--- src/rtl/instr_fetch_queue_if.sv ---
// Instruction-memory read port between the fetch queue (master) and memory (slave).
// One request is accepted per mem_req & mem_ready; data returns later on mem_rvalid.
interface instr_fetch_queue_if #(
    parameter int unsigned n  = 32,
    parameter int unsigned DW = 32
);
    logic          mem_req;
    logic [n-1:0]  mem_addr;
    logic          mem_ready;
    logic          mem_rvalid;
    logic [DW-1:0] mem_rdata;

    modport master (
        output mem_req,
        output mem_addr,
        input  mem_ready,
        input  mem_rvalid,
        input  mem_rdata
    );

    modport slave (
        input  mem_req,
        input  mem_addr,
        output mem_ready,
        output mem_rvalid,
        output mem_rdata
    );
endinterface

--- src/rtl/instr_fetch_queue.sv ---
// Fetch stage: issues one instruction read at a time from the current PC and buffers
// returned words with their PCs in a DEPTH-entry FIFO for decode.
module instr_fetch_queue #(
    parameter int unsigned n     = 32,
    parameter int unsigned DW    = 32,
    parameter int unsigned DEPTH = 4
) (
    input  logic                     clk,
    input  logic                     rst,
    input  logic [n-1:0]             pc_in,
    output logic                     pc_inc,
    input  logic                     flush,
    instr_fetch_queue_if.master      mem,
    output logic                     inst_valid,
    output logic [DW-1:0]            inst_out,
    output logic [n-1:0]             inst_pc,
    input  logic                     inst_ready,
    output logic [$clog2(DEPTH):0]   count
);

    localparam int unsigned AW = $clog2(DEPTH);
    localparam int unsigned CW = AW + 1;
    localparam logic [CW-1:0] Full = CW'(DEPTH);

    typedef enum logic [1:0] {StIdle, StReq, StWait, StDrop} state_e;

    state_e          state_q, state_d;
    logic [AW-1:0]   wptr_q, rptr_q;
    logic [CW-1:0]   count_q, count_upd;
    logic [n-1:0]    req_pc_q;
    logic [DW-1:0]   data_mem [DEPTH];
    logic [n-1:0]    pc_mem   [DEPTH];
    logic            accept, push, pop;

    assign push      = (state_q == StWait) & mem.mem_rvalid & ~flush;
    assign pop       = inst_valid & inst_ready;
    // Occupancy after this cycle's push/pop, ignoring flush.
    assign count_upd = count_q + CW'(push) - CW'(pop);

    always_ff @(posedge clk) begin
        if (rst) begin
            state_q <= StIdle;
        end else begin
            state_q <= state_d;
        end
    end

    always_comb begin
        state_d = state_q;
        unique case (state_q)
            StIdle: if (count_q < Full && !flush) state_d = StReq;
            StReq: begin
                if (flush) begin
                    state_d = StIdle;
                end else if (accept) begin
                    state_d = StWait;
                end
            end
            StWait: begin
                if (mem.mem_rvalid) begin
                    state_d = (flush || count_upd == Full) ? StIdle : StReq;
                end else if (flush) begin
                    state_d = StDrop;
                end
            end
            StDrop: if (mem.mem_rvalid) state_d = StIdle;
            default: state_d = StIdle;
        endcase
    end

    always_comb begin
        mem.mem_req  = (state_q == StReq) & ~flush;
        mem.mem_addr = pc_in;
        accept       = mem.mem_req & mem.mem_ready;
        pc_inc       = accept;
    end

    always_ff @(posedge clk) begin
        if (rst) begin
            wptr_q   <= '0;
            rptr_q   <= '0;
            count_q  <= '0;
            req_pc_q <= '0;
        end else begin
            if (accept) begin
                req_pc_q <= pc_in;
            end
            if (flush) begin
                wptr_q  <= '0;
                rptr_q  <= '0;
                count_q <= '0;
            end else begin
                if (push) wptr_q <= wptr_q + 1'b1;
                if (pop)  rptr_q <= rptr_q + 1'b1;
                count_q <= count_upd;
            end
        end
    end

    // Storage needs no reset: the head is masked while the queue is empty.
    always_ff @(posedge clk) begin
        if (!rst && push) begin
            data_mem[wptr_q] <= mem.mem_rdata;
            pc_mem[wptr_q]   <= req_pc_q;
        end
    end

    always_comb begin
        inst_valid = (count_q != '0);
        inst_out   = inst_valid ? data_mem[rptr_q] : '0;
        inst_pc    = inst_valid ? pc_mem[rptr_q] : '0;
        count      = count_q;
    end

endmodule
--- src/flat_wrapper.sv ---
// flat-port wrapper written by rule: the top's interface ports become plain ports
module instr_fetch_queue_flat 
#(
    parameter int unsigned n     = 32,
    parameter int unsigned DW    = 32,
    parameter int unsigned DEPTH = 4
)
  (clk, rst, pc_in, pc_inc, flush, inst_valid, inst_out, inst_pc, inst_ready, count, mem_mem_req, mem_mem_addr, mem_mem_ready, mem_mem_rvalid, mem_mem_rdata);
  instr_fetch_queue_if #(.n(n), .DW(DW)) mem_i ();
  input  logic clk;
  input  logic rst;
  input  logic [n-1:0] pc_in;
  output logic pc_inc;
  input  logic flush;
  output logic inst_valid;
  output logic [DW-1:0] inst_out;
  output logic [n-1:0] inst_pc;
  input  logic inst_ready;
  output logic [$clog2(DEPTH):0] count;
  output wire logic [$bits(mem_i.mem_req)-1:0] mem_mem_req;
  output wire logic [$bits(mem_i.mem_addr)-1:0] mem_mem_addr;
  input wire logic [$bits(mem_i.mem_ready)-1:0] mem_mem_ready;
  input wire logic [$bits(mem_i.mem_rvalid)-1:0] mem_mem_rvalid;
  input wire logic [$bits(mem_i.mem_rdata)-1:0] mem_mem_rdata;
  assign mem_mem_req = mem_i.mem_req;
  assign mem_mem_addr = mem_i.mem_addr;
  assign mem_i.mem_ready = mem_mem_ready;
  assign mem_i.mem_rvalid = mem_mem_rvalid;
  assign mem_i.mem_rdata = mem_mem_rdata;
  instr_fetch_queue #(.n(n), .DW(DW), .DEPTH(DEPTH)) u_core (.clk(clk), .rst(rst), .pc_in(pc_in), .pc_inc(pc_inc), .flush(flush), .mem(mem_i), .inst_valid(inst_valid), .inst_out(inst_out), .inst_pc(inst_pc), .inst_ready(inst_ready), .count(count));
endmodule
--- config.mk ---
export PLATFORM = sky130hd
export DESIGN_NAME = instr_fetch_queue_flat
export DESIGN_NICKNAME = d
export VERILOG_FILES = /design/src/rtl/instr_fetch_queue_if.sv /design/src/rtl/instr_fetch_queue.sv /design/src/flat_wrapper.sv
export SDC_FILE = /design/constraint.sdc
export NUM_CORES = 1
export LEC_CHECK = 0
export ABC_AREA = 0
export CAP_MARGIN = 20
export CORE_MARGIN = 2
export CORE_UTILIZATION = 50
export DETAILED_ROUTE_END_ITERATION = 8
export PLACE_DENSITY = 0.78
export SLEW_MARGIN = 5
export SYNTH_ARGS = -nofsm -noshare
export SYNTH_HDL_FRONTEND = slang
export SYNTH_SLANG_ARGS = --single-unit
--- constraint.sdc ---
create_clock -name clk -period 4 [get_ports clk]
set_clock_uncertainty 0.05 [all_clocks]
set_input_delay 0.4 -clock clk [delete_from_list [all_inputs] [get_ports clk]]
set_output_delay 0.4 -clock clk [all_outputs]
set_load 0.05 [all_outputs]
-- After elaboration in Yosys (flattened, before gate mapping)
Memories as Yosys holds them, arrays and structs flattened. A register that Yosys moved wholly into a read port is not among the register bits.
Cells that the tools add are included.
- bits in latches: 0
- word-level logic and storage cells: 51
- ROM bits: 0
- output and inout port bits: 102
- memories kept: 2
- register bits: 41
- RAM bits: 256
- memories (name ; depth ; width ; read ports ; clocked after memory_dff ; write ports ; line ; RTL):
    u_core.data_mem ; 4 ; 32 ; 1 ; 1 ; 1 ; instr_fetch_queue.sv:31 ; logic [DW-1:0] data_mem [DEPTH];
    u_core.pc_mem ; 4 ; 32 ; 1 ; 1 ; 1 ; instr_fetch_queue.sv:32 ; logic [n-1:0] pc_mem [DEPTH];
- $add $sub $neg: 4
- equal/unequal tests: 8
- divide/modulo/power cells: 0
- magnitude comparators: 1
- reduce and logical (&&, ||, !) cells: 9
- $mul: 0
- muxes and demuxes: 16
- shift operators: 0
- bitwise logic cells: 6
- operators with widths (kind ; number):
    $mux 32 ; 2
    $mux 2 ; 10
    $pmux 2 s4 ; 1
    $ne 3x3->1 const B ; 2
    $and 1x1->1 ; 5
    $add 2x1->2 const B ; 2
    $eq 2x2->1 const B ; 2
    $reduce_and 4->1 ; 1
    $add 3x1->3 ; 1
    $eq 3x3->1 const B ; 1
    $lt 3x3->1 const B ; 1
    $mux 1 ; 3
    $reduce_bool 3->1 ; 1
    $sub 3x1->3 ; 1
    $eq 2x1->1 const B ; 1
    $logic_and 1x1->1 ; 2
    $logic_not 1->1 ; 2
    $logic_not 2->1 ; 1
    $ne 2x1->1 const B ; 1
    $ne 2x2->1 const B ; 1
    $reduce_or 2->1 ; 1
    $logic_or 1x1->1 ; 1
    $not 1->1 ; 1

-- Depth between registers and ports, before layout
- depth in word-level cells: 10
- mapped depth: 9

-- Worst setup path after synthesis
Ideal clock, no wire load.
- path kind: input -> register
- from: input port rst
- to: memory u_core.data_mem[0][0], enable pin
- arrival: 2669 ps
- library setup time: 429 ps
- slack: 852 ps
- required time: 3521 ps
- stages: 5
- cells stage by stage: clkbuf_1 or2_2 buf_2 nor2_1 and2_1
- longest elaborated chain between the ends: 4
- ends and longest elaborated chain (element ; line ; RTL):
    start, declared ; flat_wrapper.sv:11 ; input logic rst;
    $logic_not 1->1 ; instr_fetch_queue.sv:102 ; if (!rst && push) begin
    $logic_and 1x1->1 ; instr_fetch_queue.sv:102 ;
    $mux 1 ; instr_fetch_queue.sv:102 ;
    $mux 1 (not written as such) ; instr_fetch_queue.sv:103 ; data_mem[wptr_q] <= mem.mem_rdata;
    end, declared ; instr_fetch_queue.sv:31 ;
Every way passes these cells.

==> metrics.csv <==
stage,metric,value,unit
place,finalWeightedCongestion,0.788,
status,status,finished clean,
timing,finalHoldViolCount,0,
grt,track_usage,18.7,%
grt,grt_pass1_vias,6332,
timing,rsz0062_at_grt,false,
setup_path,cp.arrival,2.95,ns
timing,final_max_slew_viol_count,0,
logic_synthesis,yosysMostFrequentCell,edfxtp_1,
setup_path,cp.required,3.55,ns
clock_tree,ctsHoldBuffers,0,
setup_path,crit_family,buffers and inverters,
clock_tree,postCtsResizedCells,0,
grt,grt_pass1_wl,35.0,mm
place,placed_area,13400,um^2
logic_synthesis,avgSynthCellArea,18.2,um^2
clock_tree,htreeDepth,1,
logic_synthesis,synth_edf_count,256,
power_and_ir_drop,power_leakage,4.93,nW
logic_synthesis,synth.yosys.seq_area_share,73.3,%
timing,final.setup.tns,0,ns
timing,tightestPinTransition,0.995,ns
power_and_ir_drop,clkPwrFrac,45.2,%
clock_tree,cts_tree,built,
clock_tree,clk_latency,0.54,ns
setup_path,crit_chain,"buf_4, mux4_2, and2_1, clkdlybuf4s50_1",
timing,fin_crit_sh,84.9,%
timing,worst_slew_margin_rel,33.7,%
power_and_ir_drop,p_comb_share,3.9,%
drt,route.detailed.drc,0,
drt,dr_total_vias,5960,
layout,area_growth_syn_to_layout,24.8,%
timing,period_needed,3.40,ns
logic_synthesis,synth_seq_cells,299,
floorplanning,io_pins,172,
logic_synthesis,syn_inst,641,
setup_path,cp-start-kind,flip-flop,
drt,wire_per_inst,20.1,um
drt,vias_per_cell,5.30,
power_and_ir_drop,p_per_area,458,nW/um^2
floorplanning,rows,55,
place,portBuffers,171,
layout,fillers,1574,
setup_path,cpPeakStageDelay,0.72,ns
grt,grt_max_degree,66,
logic_synthesis,synth_top_area_share,65.9,%
floorplanning,die_w,157,um
power_and_ir_drop,seqPwrFrac,50.8,%
logic_synthesis,synth.cells.most_frequent,"edfxtp_1 (256), and2_1 (68), nand2_1 (64)",
clock_tree,cts_root_buffer,clkbuf_16,
clock_tree,clock_path_buffers,3,
clock_tree,post_cts_buffers,0,
logic_synthesis,synthArstFlopShare,0,%
grt,grt_overflow,0,
setup_path,path_class,reg -> out,
clock_tree,cts_inserted_buffers,30,
drt,drt-total-wl,22.6,mm
drt,firstDrtPassIters,5,
timing,setup_viol,0,
logic_synthesis,ys_warn_count,0,
power_and_ir_drop,vdd_drop_max,0.000244,V
setup_path,crit_path_max_fanout,18,
logic_synthesis,synth_area_leaders,"edfxtp_1 (66%), mux4_2 (12%), dfxtp_1 (7.4%)",
clock_tree,clock_sinks,299,
drt,ant_nets,0,
setup_path,setup.worst_path.end_class,output pin,
clock_tree,cts.clk_slew.worst_paths,0.06,ns
logic_synthesis,syn-num-nets,718,
power_and_ir_drop,intPower,5.39,mW
worst_hold_path,hp-class,in -> reg,
timing,fmax,0.294,GHz
place,hpwl,13.0,mm
drt,drtIter0Drc,417,
power_and_ir_drop,switching_power,1.29,mW
setup_path,cp_num_buf_inv,2,
grt,antenna_found_initial,1,
logic_synthesis,yosysTopAreaCell,edfxtp_1,
logic_synthesis,ys.flop_type,edfxtp_1,
floorplanning,die_area,24600,um^2
floorplanning,core-area,22800,um^2
floorplanning,fp.dieH,157,um
layout,drive_above_1_share,16.5,%
layout,nets,865,
run,drv_cap,0,
layout,diodes,0,
logic_synthesis,synth_cell_types,33,
setup_path,crit_slowest_cell,clkdlybuf4s50_1,
floorplanning,initial_core_util,51.2,%
layout,fin_area,14600,um^2
logic_synthesis,synth.cell_area,11700,um^2
power_and_ir_drop,switching_share,19.3,%
-- kinds of logic after synthesis --
group / count (synthesis) / share of synthesized area [%]
simple gates: 149 / 6.49
mux: 65 / 12.6
flops: 299 / 73.3
fa+ha+maj: 7 / 0.815
buf+inv: 75 / 4.50
xor+xnor: 4 / 0.429
compound gates: 42 / 1.93
-- placed cells by master, fill, tap and decap left out, drive strengths merged --
cell type / synthesis / layout
edfxtp: 256 / 256
clkdlybuf4s50: 0 / 169
and2: 68 / 68
nand2: 64 / 64
mux4: 64 / 64
dfxtp: 43 / 43
clkbuf: 12 / 42
a21oi: 34 / 34
inv: 10 / 11
buf: 53 / 11
nor2: 10 / 10
clkinv: 0 / 9
ha: 6 / 6
bufinv: 0 / 4
o31ai: 3 / 3
o21ai: 3 / 3
xor2: 2 / 2
nand4bb: 1 / 1
nand3b: 1 / 1
or3: 1 / 1
nor3b: 1 / 1
or2: 1 / 1
o311ai: 1 / 1
mux2i: 1 / 1
xnor2: 1 / 1
xor3: 1 / 1
nor4b: 1 / 1
a2bb2oi: 1 / 1
nand2b: 1 / 1
fa: 1 / 1
-- tightest hold or removal path: stages --
cell and delay [ns]:
clkdlybuf4s50_1 0.41, nand2_1 0.07, a21oi_1 0.05
-- cell type report --
cell class	count	area, um^2	share of cell area, %
Clock buffer	42	941	6.46
Clock inverter	14	176	1.21
Inverter	10	37.5	0.258
Multi-Input combinational cell	267	2610	17.9
Sequential cell	299	8560	58.7
Tap cell	313	392	2.69
Timing Repair Buffer	180	1850	12.7
-- power by group through the flow --
stage                     clock (mW)  sequential [mW]  combinational (mW)
after global placement             0             3.46               0.257
after detailed placement           0             3.46               0.262
after global routing            3.18             3.39               0.278
after CTS                       3.07             3.39               0.264
after floorplan                    0             3.46               0.144
final                           3.02             3.39               0.264
-- metrics by stage --
step | setup slack (ns) | instances | util, % | power (mW) | hold WS [ns]
after floorplan | 0.852 | 641 | - | 3.60 | 0.410
after global placement | 1.13 | 1068 | 58.9 | 3.71 | 0.418
after detailed placement | 1.05 | 1068 | 58.9 | 3.72 | 0.438
after CTS | 0.470 | 1124 | 63.8 | 6.72 | 0.369
after global routing | 0.428 | 1125 | 63.9 | 6.85 | 0.390
final | 0.604 | 1125 | 63.9 | 6.68 | 0.389
-- registers in the layout, summed over array words and instances (netlist names), named ones only --
signal / count
u_core.rptr_q: 2
u_core.pc_mem: 128
u_core.req_pc_q: 32
u_core.data_mem: 128
u_core.state_q: 2
u_core.wptr_q: 2
u_core.count: 3
-- final timing paths --
check,startpoint,to,slack (ns),cells past startpoint
setup / recovery,flip-flop,inst_out[25],0.60,4
hold / removal,pc_in[15],u_core.req_pc_q[15]$_SDFFE_PP0P_,0.39,3
setup reg to reg,u_core.count[1]$_SDFF_PP0_,u_core.state_q[0]$_SDFFE_PP0P_,1.38,9
hold reg to reg,u_core.req_pc_q[7]$_SDFFE_PP0P_,u_core.req_pc_q[7]$_SDFFE_PP0P_,0.45,2
-- per-layer routing --
| metal | vias to the layer above | GRT usage (%) | wire length, um |
|---|---|---|---|
| met5 | - | 0 | 0 |
| met4 | 0 | 4.19 | 271 |
| met3 | 28 | 2.60 | 1400 |
| met2 | 211 | 31.6 | 11100 |
| met1 | 3013 | 26.1 | 9800 |
| li1 | 2708 | - | - |
Power figures use the tool's default switching activity.
